[src/rtl/alu_sequencer.sv]
// Register-file front end for the 8-bit combinational alu: accepts one command at a
// time, drives registered operands to the alu, captures its result and writes it back.
module alu_sequencer #(
  parameter  int NREG = 4,
  localparam int AW   = $clog2(NREG)
) (
  input  logic          clk_i,
  input  logic          rst_i,
  input  logic          cmd_valid_i,
  output logic          cmd_ready_o,
  input  logic [2:0]    cmd_op_i,
  input  logic          cmd_load_i,
  input  logic          cmd_imm_en_i,
  input  logic [7:0]    cmd_imm_i,
  input  logic [AW-1:0] cmd_rd_i,
  input  logic [AW-1:0] cmd_rs1_i,
  input  logic [AW-1:0] cmd_rs2_i,
  output logic [7:0]    alu_a_o,
  output logic [7:0]    alu_b_o,
  output logic [2:0]    alu_op_o,
  input  logic [7:0]    alu_res_i,
  output logic          done_o,
  output logic [7:0]    res_o,
  output logic          zero_o,
  input  logic [AW-1:0] dbg_addr_i,
  output logic [7:0]    dbg_data_o
);

  typedef enum logic [1:0] {
    IDLE = 2'd0,
    EXEC = 2'd1,
    WB   = 2'd2
  } state_t;

  state_t          state_q, state_d;
  logic [7:0]      regFile_q [NREG];
  logic [7:0]      aluA_q, aluA_d;
  logic [7:0]      aluB_q, aluB_d;
  logic [2:0]      aluOp_q, aluOp_d;
  logic [AW-1:0]   rd_q, rd_d;
  logic [7:0]      result_q, result_d;
  logic            zero_q, zero_d;
  logic            wrEn;

  // The result register doubles as res_o, so writeback simply copies it into reg[rd].
  always_comb begin
    state_d  = state_q;
    aluA_d   = aluA_q;
    aluB_d   = aluB_q;
    aluOp_d  = aluOp_q;
    rd_d     = rd_q;
    result_d = result_q;
    zero_d   = zero_q;
    wrEn     = 1'b0;
    case (state_q)
      IDLE: begin
        if (cmd_valid_i) begin
          rd_d = cmd_rd_i;
          if (cmd_load_i) begin
            result_d = cmd_imm_i;
            zero_d   = (cmd_imm_i == 8'h00);
            state_d  = WB;
          end else begin
            aluA_d  = regFile_q[cmd_rs1_i];
            aluB_d  = cmd_imm_en_i ? cmd_imm_i : regFile_q[cmd_rs2_i];
            aluOp_d = cmd_op_i;
            state_d = EXEC;
          end
        end
      end
      EXEC: begin
        result_d = alu_res_i;
        zero_d   = (alu_res_i == 8'h00);
        state_d  = WB;
      end
      WB: begin
        wrEn    = 1'b1;
        state_d = IDLE;
      end
      default: state_d = IDLE;
    endcase
  end

  always_ff @(posedge clk_i or posedge rst_i) begin
    if (rst_i) begin
      state_q  <= IDLE;
      aluA_q   <= 8'h00;
      aluB_q   <= 8'h00;
      aluOp_q  <= 3'b000;
      rd_q     <= '0;
      result_q <= 8'h00;
      zero_q   <= 1'b0;
    end else begin
      state_q  <= state_d;
      aluA_q   <= aluA_d;
      aluB_q   <= aluB_d;
      aluOp_q  <= aluOp_d;
      rd_q     <= rd_d;
      result_q <= result_d;
      zero_q   <= zero_d;
    end
  end

  always_ff @(posedge clk_i or posedge rst_i) begin
    if (rst_i) begin
      for (int i = 0; i < NREG; i++) begin
        regFile_q[i] <= 8'h00;
      end
    end else if (wrEn) begin
      regFile_q[rd_q] <= result_q;
    end
  end

  assign cmd_ready_o = (state_q == IDLE);
  assign done_o      = (state_q == WB);
  assign alu_a_o     = aluA_q;
  assign alu_b_o     = aluB_q;
  assign alu_op_o    = aluOp_q;
  assign res_o       = result_q;
  assign zero_o      = zero_q;
  assign dbg_data_o  = regFile_q[dbg_addr_i];

endmodule
[config.mk]
export PLATFORM = sky130hd
export DESIGN_NAME = alu_sequencer
export DESIGN_NICKNAME = d
export VERILOG_FILES = /design/src/rtl/alu_sequencer.sv
export SDC_FILE = /design/constraint.sdc
export NUM_CORES = 1
export LEC_CHECK = 0
export BUFFER_PORTS_ARGS = -buffer_cell sky130_fd_sc_hd__buf_2
export CELL_PAD_IN_SITES_DETAIL_PLACEMENT = 0
export CELL_PAD_IN_SITES_GLOBAL_PLACEMENT = 2
export CORE_UTILIZATION = 38
export DETAILED_ROUTE_END_ITERATION = 10
export PLACE_DENSITY = 0.88
export SETUP_SLACK_MARGIN = 0.2
export SYNTH_ARGS = -nofsm -noshare
export SYNTH_HDL_FRONTEND = slang
export SYNTH_SLANG_ARGS = --single-unit
[constraint.sdc]
create_clock -name clk_i -period 5.69 [get_ports clk_i]
set_clock_uncertainty 0.2 [all_clocks]
set_input_delay 1.138 -clock clk_i [delete_from_list [all_inputs] [get_ports clk_i]]
set_output_delay 1.138 -clock clk_i [all_outputs]
set_load 0.02 [all_outputs]
==> After elaboration in Yosys (flattened, before gate mapping) <==
Cells that the tools add are included.
{ "totals": {"ramBits": 0, "word_cells": 56, "n_memories": 0, "register_bits": 64, "output_inout_bits": 38, "in_bits": 32, "latch_bits": 0, "rom_bits": 0} }
{ "op_classes": {"div_mod_pow": 0, "bitwise": 5, "n_mux": 23, "multipliers": 0, "eq_ne": 4, "shifts": 0, "addsub": 0, "reduce_logical": 8, "magnitude_cmp": 5} }
{ "op_table": {"columns": ["operator", "count"], "rows": [
  ["$mux W8", 10],
  ["$bmux W8 S2", 3],
  ["$bwmux W32", 1],
  ["$demux W8 S2", 1],
  ["$logic_not A8 Y1", 2],
  ["$pmux W8 S2", 1],
  ["$ge A3 B3 Y1 const B", 4],
  ["$not A2 Y3", 4],
  ["$reduce_and A3 Y1", 2],
  ["$mux W2", 2],
  ["$pmux W2 S2", 1],
  ["$lt A3 B1 Y1 const B", 1],
  ["$mux W1", 3],
  ["$eq A2 B1 Y1 const B", 1],
  ["$eq A2 B2 Y1 const B", 1],
  ["$logic_not A2 Y1", 1],
  ["$ne A2 B1 Y1 const B", 1],
  ["$ne A2 B2 Y1 const B", 1],
  ["$pmux W1 S2", 1],
  ["$reduce_and A2 Y1", 1],
  ["$reduce_bool A2 Y1", 1],
  ["$logic_and A1 B1 Y1", 1],
  ["$not A1 Y1", 1]
]} }

==> Logic depth before layout (Yosys ltp) <==
Gate-level depths: netlist of run 1.
{ "depth": {"depth_word": 6, "ltp_mapped": 5, "mapped_depth_nobuf": 3} }

==> Worst setup path before layout of run 1 <==
No wires, ideal clock.
{ "synth_path": {"kind": "input port to output port", "from": "input port dbg_addr_i[0]", "to": "output port dbg_data_o[0]", "setup_slack_ps": 2386, "required_time_ps": 4352, "cell_stages": 2, "n_path_buf": 1, "arrival_ps": 1966, "path_cell_list": "buf_2 mux4_2"} }
{ "synth_via": {"elab_chain_cells": 4} }
{ "synth_lines": {"columns": ["item", "line", "rtl"], "rows": [
  ["from (decl)", "25", "input logic [AW-1:0] dbg_addr_i,"],
  ["$not A2 Y3 (implied by the code)", "121", "assign dbg_data_o = regFile_q[dbg_addr_i];"],
  ["$bmux W8 S2", "121", null],
  ["$mux W8 (implied by the code) (2 in series)", "121", null],
  ["to (decl)", "26", "output logic [7:0] dbg_data_o"]
]} }
No other way between the ends. The select of a mux whose other input is x is not followed.

==> Worst setup path after layout of run 1 <==
{ "layout_path": {"from": "input port dbg_addr_i[0]", "to": "output port dbg_data_o[4]"} }
The elaborated chain is that of the path after synthesis.

==> reports/results.tsv, run 1 <==
stage	metric	value	unit
drt	via count	2126	
sta	RSZ-0062 raised after global routing	false	
floorplanning	die footprint	8700	um2
cells_and_area	Fillers	738	
cells_and_area	layout cells sized above 1	0.551	
worst_setup_path	Critical Path End Type	primary output	
worst_setup_path	CP Cell Sequence	buf_2, mux4_2, buf_2	
status	status	finished, final reports clean	
synthesis	Mapped Avg Cell Area	14.7	um2
sta	Final period util	0.620	
sta	post-route setup TNS	0	ns
worst_setup_path	minimum setup slack among reg-to-reg paths	3.81	ns
sta	final worst setup slack	2.16	ns
worst_setup_path	CP bufs+invs	2	
floorplanning	Core Rows	32	
placement	IO Port Bufs	69	
grt	GRT Total Usage	0.190	
worst_hold_path	Hold Crit Class	flip-flop to flip-flop	
worst_setup_path	family with the most delay on the worst path	multiplexers	
clocking	post_cts resized	0	
grt	grt ovf	0	
floorplanning	initial core utilization	0.401	
worst_setup_path	CP dominant cell by count	buf_2	
sta	final hold slack	0.304	ns
sta	Slew Viols, Final	0	
power	peak supply drop	0.148	mV
power	pwr dens	495	nW/um2
synthesis	register area share after synthesis	0.506	
floorplanning	core area	7890	um2
clocking	CTS H-tree depth	3	
clocking	CTS Sinks	64	
placement	Cell Area, Placed	3590	um2
grt	most utilized layer in the global route result	met2	
worst_setup_path	crit start category	input port	
clocking	CTS tree	yes	
synthesis	share of the synthesized area in the top cell type	0.506	
floorplanning	IO Count	70	
drt	drt total wl	7600	um
synthesis	Synth Warn #	0	
placement	dpl hpwl	5230	um
run	MaxCap Viol Count	0	
clocking	maximum root-to-sink buffer count	2	
clocking	Clock Latency Late Sink	0.34	ns
drt	Pre-Repair DR Iteration Count	5	
cells_and_area	final instance area	3770	um2
grt	largest net degree at the start of global routing	65	
clocking	CTS buffer count	9	
synthesis	asr flop ratio synth	1.00	
drt	WL per Instance	19.5	um
clocking	hold_buf cts	0	
placement	dpl ws	2.15	ns
cells_and_area	diode count	0	
power	total chip power	1.87	mW
grt	met2 Usage GRT	0.304	
synthesis	Main synth FF type	dfrtp_1	
sta	Slew headroom	0.461	
grt	first-pass GRT wire length	11900	um
sta	Max Clk Rate	0.283	GHz
clocking	clk root buf	clkbuf_8	
worst_setup_path	Worst Path Required	4.35	ns
synthesis	post-synth cell types	22	
sta	final hold vios	0	
synthesis	Post-Synthesis Cells	216	
synthesis	top cells by area, synth	dfrtp_1 51%, mux4_2 17%, mux2_2 16%, mux2i_1 5.1%, a21oi_1 2.7%	
worst_setup_path	peak per-stage delay on the critical path	0.56	ns
synthesis	Post-synth EDFFs	0	
grt	global routing usage on met3	0.0455	
cells_and_area	Layout area overhead	19.2	%
grt	vias in the first global route	2177	
worst_setup_path	Slowest-stage cell, CP	mux4_2	
clocking	postcts setup bufs	0	
clocking	Clock Pin Slew Worst Setup and Hold Paths	0.07	ns
floorplanning	Die Ht	93.3	um
drt	DRC Markers	0	
worst_setup_path	Max FO, Critical Path	8	
drt	post-route ant nets	0	
grt	initial antenna violation count	0	
sta	minimum clock period	3.53	ns
cells_and_area	nets@finish	315	
synthesis	top cells by count, synth	64 x dfrtp_1, 45 x mux2_2, 24 x mux4_2	
worst_setup_path	critical path class	input port to primary output	
placement	placed cells	374	
synthesis	count leader, synth	dfrtp_1	
synthesis	cell taking the most area after synthesis	dfrtp_1	
cells_and_area	Finished Core Util	0.478	
grt	routing usage on met1	0.250	
sta	Worst-Margin Slew	0.809	ns
worst_setup_path	Worst EP arrival	2.19	ns
cells_and_area	Finished Layout Cells	389	
drt	DRT iter0 DRCs	110	
synthesis	Synth Register Bits	64	
placement	Routability Congestion	0.740	
synthesis	Mapped Nets	248	
sta	count of final setup violators	0	
drt	via-per-instance ratio	5.47	
synthesis	Mapped Area	3170	um2
power	LEAKAGE	1.68	nW
floorplanning	Die X	93.3	um
-- power by group --
part	internal, mW	switching (mW)
registers	0.647	0.169
clock network	0.210	0.169
logic	0.370	0.304
-- cells in the final DEF (no fill, tap or decap), drive strengths merged --
cell type   n
a21oi      17
a31oi       1
and2        1
and3b       2
buf        71
bufinv      1
clkbuf     11
clkinv      3
dfrtp      64
inv         1
mux2       45
mux2i      16
mux4       24
nand2       2
nand2b      1
nand3       1
nand3b      2
nor2       17
nor2b       1
nor3b       1
nor4        4
nor4b       1
-- layer usage --
metal  vias up  share of wire
met2        73           0.48
met5         -              0
li1        955              -
met4         0          0.019
met3        14          0.063
met1      1084           0.44
-- final timing paths --
path	startpoint	endpoint	depth (start not counted)
min reg2reg	alu_op_o[2]$_DFFE_PP0P_	alu_op_o[2]$_DFFE_PP0P_	1
min	alu_op_o[2]$_DFFE_PP0P_	alu_op_o[2]$_DFFE_PP0P_	1
max in group asynchronous	rst_i	zero_o$_DFFE_PP0P_	3
max	dbg_addr_i[0]	dbg_data_o[4]	3
max reg2reg	state_q[1]$_DFFE_PP0P_	regFile_q[22]$_DFFE_PP0P_	3
min in group asynchronous	rst_i	alu_op_o[1]$_DFFE_PP0P_	3
-- final cells by class --
class | instances | area (um2) | share of cell area
Sequential cell | 64 | 1600 | 0.425
Multi-Input combinational cell | 136 | 1490 | 0.396
Timing Repair Buffer | 71 | 360 | 0.0955
Clock buffer | 11 | 141 | 0.0375
Tap cell | 102 | 128 | 0.0338
Clock inverter | 4 | 45.0 | 0.0119
Inverter | 1 | 3.75 | 0.000995
-- state kept, by name, summed over array words and instances, names as in the netlist --
name and flops:
alu_a_o 8, res_o 8, state_q 2, zero_o 1, alu_b_o 8, rd_q 2
regFile_q 32, alu_op_o 3
-- kinds of logic (layout without fill, tap and decap cells) --
logic type	after synthesis	count (layout)	share of synthesized area
mux	85	85	0.381
flops	64	64	0.506
simple gates	33	33	0.0593
compound gates	18	18	0.0289
buf+inv	16	87	0.0245
(Power assumes the default switching activity.)
==> run 2, diff against run 1 <==
--- a/config.mk
+++ b/config.mk
@@ -5,12 +5,13 @@
 export SDC_FILE = /design/constraint.sdc
 export NUM_CORES = 1
 export LEC_CHECK = 0
+export ABC_AREA = 1
 export BUFFER_PORTS_ARGS = -buffer_cell sky130_fd_sc_hd__buf_2
 export CELL_PAD_IN_SITES_DETAIL_PLACEMENT = 0
 export CELL_PAD_IN_SITES_GLOBAL_PLACEMENT = 2
-export CORE_UTILIZATION = 38
+export CORE_UTILIZATION = 28
 export DETAILED_ROUTE_END_ITERATION = 10
-export PLACE_DENSITY = 0.88
+export PLACE_DENSITY = 0.83
 export SETUP_SLACK_MARGIN = 0.2
 export SYNTH_ARGS = -nofsm -noshare
 export SYNTH_HDL_FRONTEND = slang
==> constraint.sdc (replaced) <==
create_clock -name clk_i -period 2.95 [get_ports clk_i]
set_clock_uncertainty 0.2 [all_clocks]
set_input_delay 0.59 -clock clk_i [delete_from_list [all_inputs] [get_ports clk_i]]
set_output_delay 0.59 -clock clk_i [all_outputs]
set_load 0.02 [all_outputs]
==> run 2 against run 1 <==
Compared with the run above:
- power up 110%
- final area grew 11%
- synthesized cell count up 110%
- core utilization shrank 12 points
- flip-flop and latch count stayed put
- hold slack worse by 0.19 ns
- register-to-register slack worse by 2.8 ns
- non-clock buffer count shrank 1
- largest power group unchanged
==> reports/results.tsv, run 2 <==
stage	metric	value	unit	change
status	status	finished, final reports clean		unchanged
floorplanning	Core Rows	39		was 32
worst_setup_path	critical path class	input port to primary output		unchanged
synthesis	post-synthesis compound-gate area fraction	0.159		was 0.0289
clocking	CTS buffer count	9		unchanged
sta	Slew headroom	0.670		was 0.461
cells_and_area	diode count	0		unchanged
floorplanning	Die X	112	um	was 93.3 um
grt	grt ovf	0		unchanged
worst_hold_path	Hold Crit Class	input port to asynchronous set/reset pin		was flip-flop to flip-flop
floorplanning	die footprint	12600	um2	was 8700 um2
clocking	postcts setup bufs	0		unchanged
synthesis	XOR/XNOR Fraction of Synth Area	0		unchanged
synthesis	post-synth cell types	24		was 22
sta	minimum clock period	2.42	ns	
drt	drt total wl	10600	um	was 7600 um
cells_and_area	Finished Core Util	0.358		was 0.478
clocking	CTS H-tree depth	3		unchanged
worst_setup_path	Worst EP arrival	1.63	ns	was 2.19 ns
cells_and_area	Biggest register	regFile_q		unchanged
synthesis	Synth Warn #	0		unchanged
synthesis	count leader, synth	nand2_1		was dfrtp_1
sta	Slew Viols, Final	0		unchanged
clocking	maximum root-to-sink buffer count	2		unchanged
power	pwr dens	933	nW/um2	was 495 nW/um2
placement	dpl hpwl	7280	um	was 5230 um
synthesis	Post-Synth Simple-Gate Area	0.302		was 0.0593
floorplanning	Die Ht	112	um	was 93.3 um
sta	Final period util	0.820		
worst_setup_path	CP Cell Sequence	buf_2, inv_1, o21ai_0, o22ai_1, buf_2		was buf_2, mux4_2, buf_2
synthesis	Mapped Avg Cell Area	7.43	um2	was 14.7 um2
worst_setup_path	Worst Path Required	2.16	ns	was 4.35 ns
sta	final hold slack	0.109	ns	was 0.304 ns
clocking	Clock Pin Slew Worst Setup and Hold Paths	0.05	ns	was 0.07 ns
clocking	Clock Latency Late Sink	0.32	ns	was 0.34 ns
worst_setup_path	Reg2Reg Depth	5		was 3
cells_and_area	Multi-input gate area	1580	um2	was 1490 um2
clocking	hold_buf cts	0		unchanged
synthesis	top cells by count, synth	134 x nand2_1, 81 x nor2_1, 64 x dfrtp_1		was 64 x dfrtp_1, 45 x mux2_2, 24 x mux4_2
synthesis	post-synthesis adder-cell area fraction	0		unchanged
synthesis	cell taking the most area after synthesis	dfrtp_1		unchanged
worst_setup_path	Critical Path End Type	primary output		unchanged
grt	vias in the first global route	3082		was 2,177
clocking	clk root buf	clkbuf_16		was clkbuf_8
synthesis	asr flop ratio synth	1.00		unchanged
drt	post-route ant nets	0		unchanged
sta	count of final setup violators	0		unchanged
synthesis	Post-Synthesis Cells	459		was 216
grt	first-pass GRT wire length	16700	um	was 11,900 um
worst_setup_path	peak per-stage delay on the critical path	0.33	ns	was 0.56 ns
cells_and_area	Layout area overhead	22.3	%	was 19.2%
worst_setup_path	CP bufs+invs	3		was 2
drt	DRC Markers	0		unchanged
drt	via count	3213		was 2,126
clocking	CTS tree	yes		unchanged
cells_and_area	layout cells sized above 1	0.196		was 0.551
run	MaxCap Viol Count	0		unchanged
sta	Max Clk Rate	0.413	GHz	
power	LEAKAGE	2.12	nW	was 1.68 nW
drt	Pre-Repair DR Iteration Count	5		unchanged
synthesis	register area share after synthesis	0.470		was 0.506
synthesis	top cells by area, synth	dfrtp_1 47%, nand2_1 15%, nor2_1 8.9%, o21ai_0 7.6%, nand3_1 3.1%		was dfrtp_1 51%, mux4_2 17%, mux2_2 16%, mux2i_1 5.1%, a21oi_1 2.7%
cells_and_area	nets@finish	553		was 315
drt	WL per Instance	15.8	um	was 19.5 um
floorplanning	IO Count	70		unchanged
synthesis	Synth Register Bits	64		unchanged
placement	IO Port Bufs	69		unchanged
worst_setup_path	crit start category	input port		unchanged
synthesis	post-synthesis mux area share	0.00330		was 0.381
worst_setup_path	CP Depth	5		was 3
cells_and_area	commonest non-fill, non-tap cells in the layout	134 x nand2_1, 81 x nor2_1, 69 x buf_2		was 69 x buf_2, 64 x dfrtp_1, 45 x mux2_2
sta	final hold vios	0		unchanged
clocking	CTS Sinks	64		unchanged
sta	Worst-Margin Slew	0.494	ns	was 0.809 ns
grt	initial antenna violation count	0		unchanged
cells_and_area	storage element area	1600	um2	unchanged
sta	RSZ-0062 raised after global routing	false		unchanged
floorplanning	core area	11700	um2	was 7890 um2
drt	via-per-instance ratio	4.80		was 5.47
synthesis	share of the synthesized area in the top cell type	0.470		was 0.506
synthesis	largest family of logic cells by synthesized area	simple AND/OR/NAND/NOR gates		was multiplexers
clocking	post_cts resized	0		unchanged
cells_and_area	commonest non-fill, non-tap cell in the layout	nand2_1		was buf_2
sta	post-route setup TNS	0	ns	unchanged
worst_setup_path	CP dominant cell by count	buf_2		unchanged
grt	GRT Total Usage	0.174		was 0.190
cells_and_area	Fillers	1244		was 738
floorplanning	initial core utilization	0.292		was 0.401
placement	Routability Congestion	0.822		was 0.740
power	peak supply drop	0.311	mV	was 0.148 mV
worst_setup_path	Max FO, Critical Path	17		was 8
worst_setup_path	Slowest-stage cell, CP	inv_1		was mux4_2
grt	largest net degree at the start of global routing	65		unchanged
synthesis	Post-synth EDFFs	0		unchanged
drt	DRT iter0 DRCs	222		was 110
synthesis	Mapped Area	3410	um2	was 3170 um2
cells_and_area	max reg flops	32		unchanged
synthesis	Main synth FF type	dfrtp_1		unchanged
worst_setup_path	family with the most delay on the worst path	buffers and inverters		was multiplexers
synthesis	Mapped Nets	491		was 248
-- run 2: changes by cell type after synthesis, moves of 16 or more --
cell / before / now
inv_1: 1 / 27
mux2_2: 45 / 1
mux2i_1: 16 / 0
mux4_2: 24 / 0
nand2_1: 2 / 134
nand3_1: 1 / 21
nor2_1: 17 / 81
o21ai_0: 0 / 52
-- run 2: stage by stage --
step | setup slack, ns | total power [mW] | std cells | cell area (um2)
floorplan | 0.562 | 2.23 | 459 | 3410
global placement | 0.588 | 2.70 | 653 | 3840
detailed placement | 0.536 | 2.72 | 653 | 3840
CTS | 0.535 | 3.92 | 669 | 4170
global route | 0.455 | 4.15 | 669 | 4170
finish | 0.530 | 3.89 | 669 | 4170
-- run 2: logic make-up after synthesis --
group	count (synthesis)
compound gates	100
flops	64
simple gates	246
mux	1
buf+inv	48
-- run 2: layout make-up --
type                            count  share of cell area
Timing Repair Buffer               70              0.0876
Tap cell                          143              0.0429
Inverter                           29              0.0261
Clock inverter                      2              0.0144
Clock buffer                       14              0.0657
Multi-Input combinational cell    347               0.380
Sequential cell                    64               0.384
-- run 2: worst paths after layout --
path,startpoint,to,slack (ns)
worst min register to register,alu_op_o[2]$_DFFE_PP0P_,alu_op_o[2]$_DFFE_PP0P_,0.28
max in group asynchronous,rst_i,alu_op_o[2]$_DFFE_PP0P_,2.13
worst max register to register,state_q[0]$_DFFE_PP0P_,alu_a_o[7]$_DFFE_PP0P_,1.06
min in group clk_i,cmd_op_i[1],alu_op_o[1]$_DFFE_PP0P_,0.26
worst max-delay path,dbg_addr_i[0],dbg_data_o[0],0.53
worst min-delay path,rst_i,res_o[2]$_DFFE_PP0P_,0.11
-- run 2: tightest hold or removal path, cell delays in order --
cell	delay, ns
buf_2	0.10
inv_2	0.06
buf_12	0.29
-- run 2: per-layer routing --
layer  share of wire  global-route usage  vias up  routed length, um
li1                -                   -     1611                  -
met1            0.50               0.242     1477               5240
met2            0.43               0.271      112               4550
met3           0.057              0.0389       13                600
met4           0.016              0.0542        0                173
met5               0                   0        -                  0
-- run 2: report_power, final --
part | leakage (nW) | internal [mW] | switching (mW)
Combinational | 1.17 | 0.401 | 0.686
Clock | 0.163 | 0.810 | 0.379
Sequential | 0.791 | 1.20 | 0.418
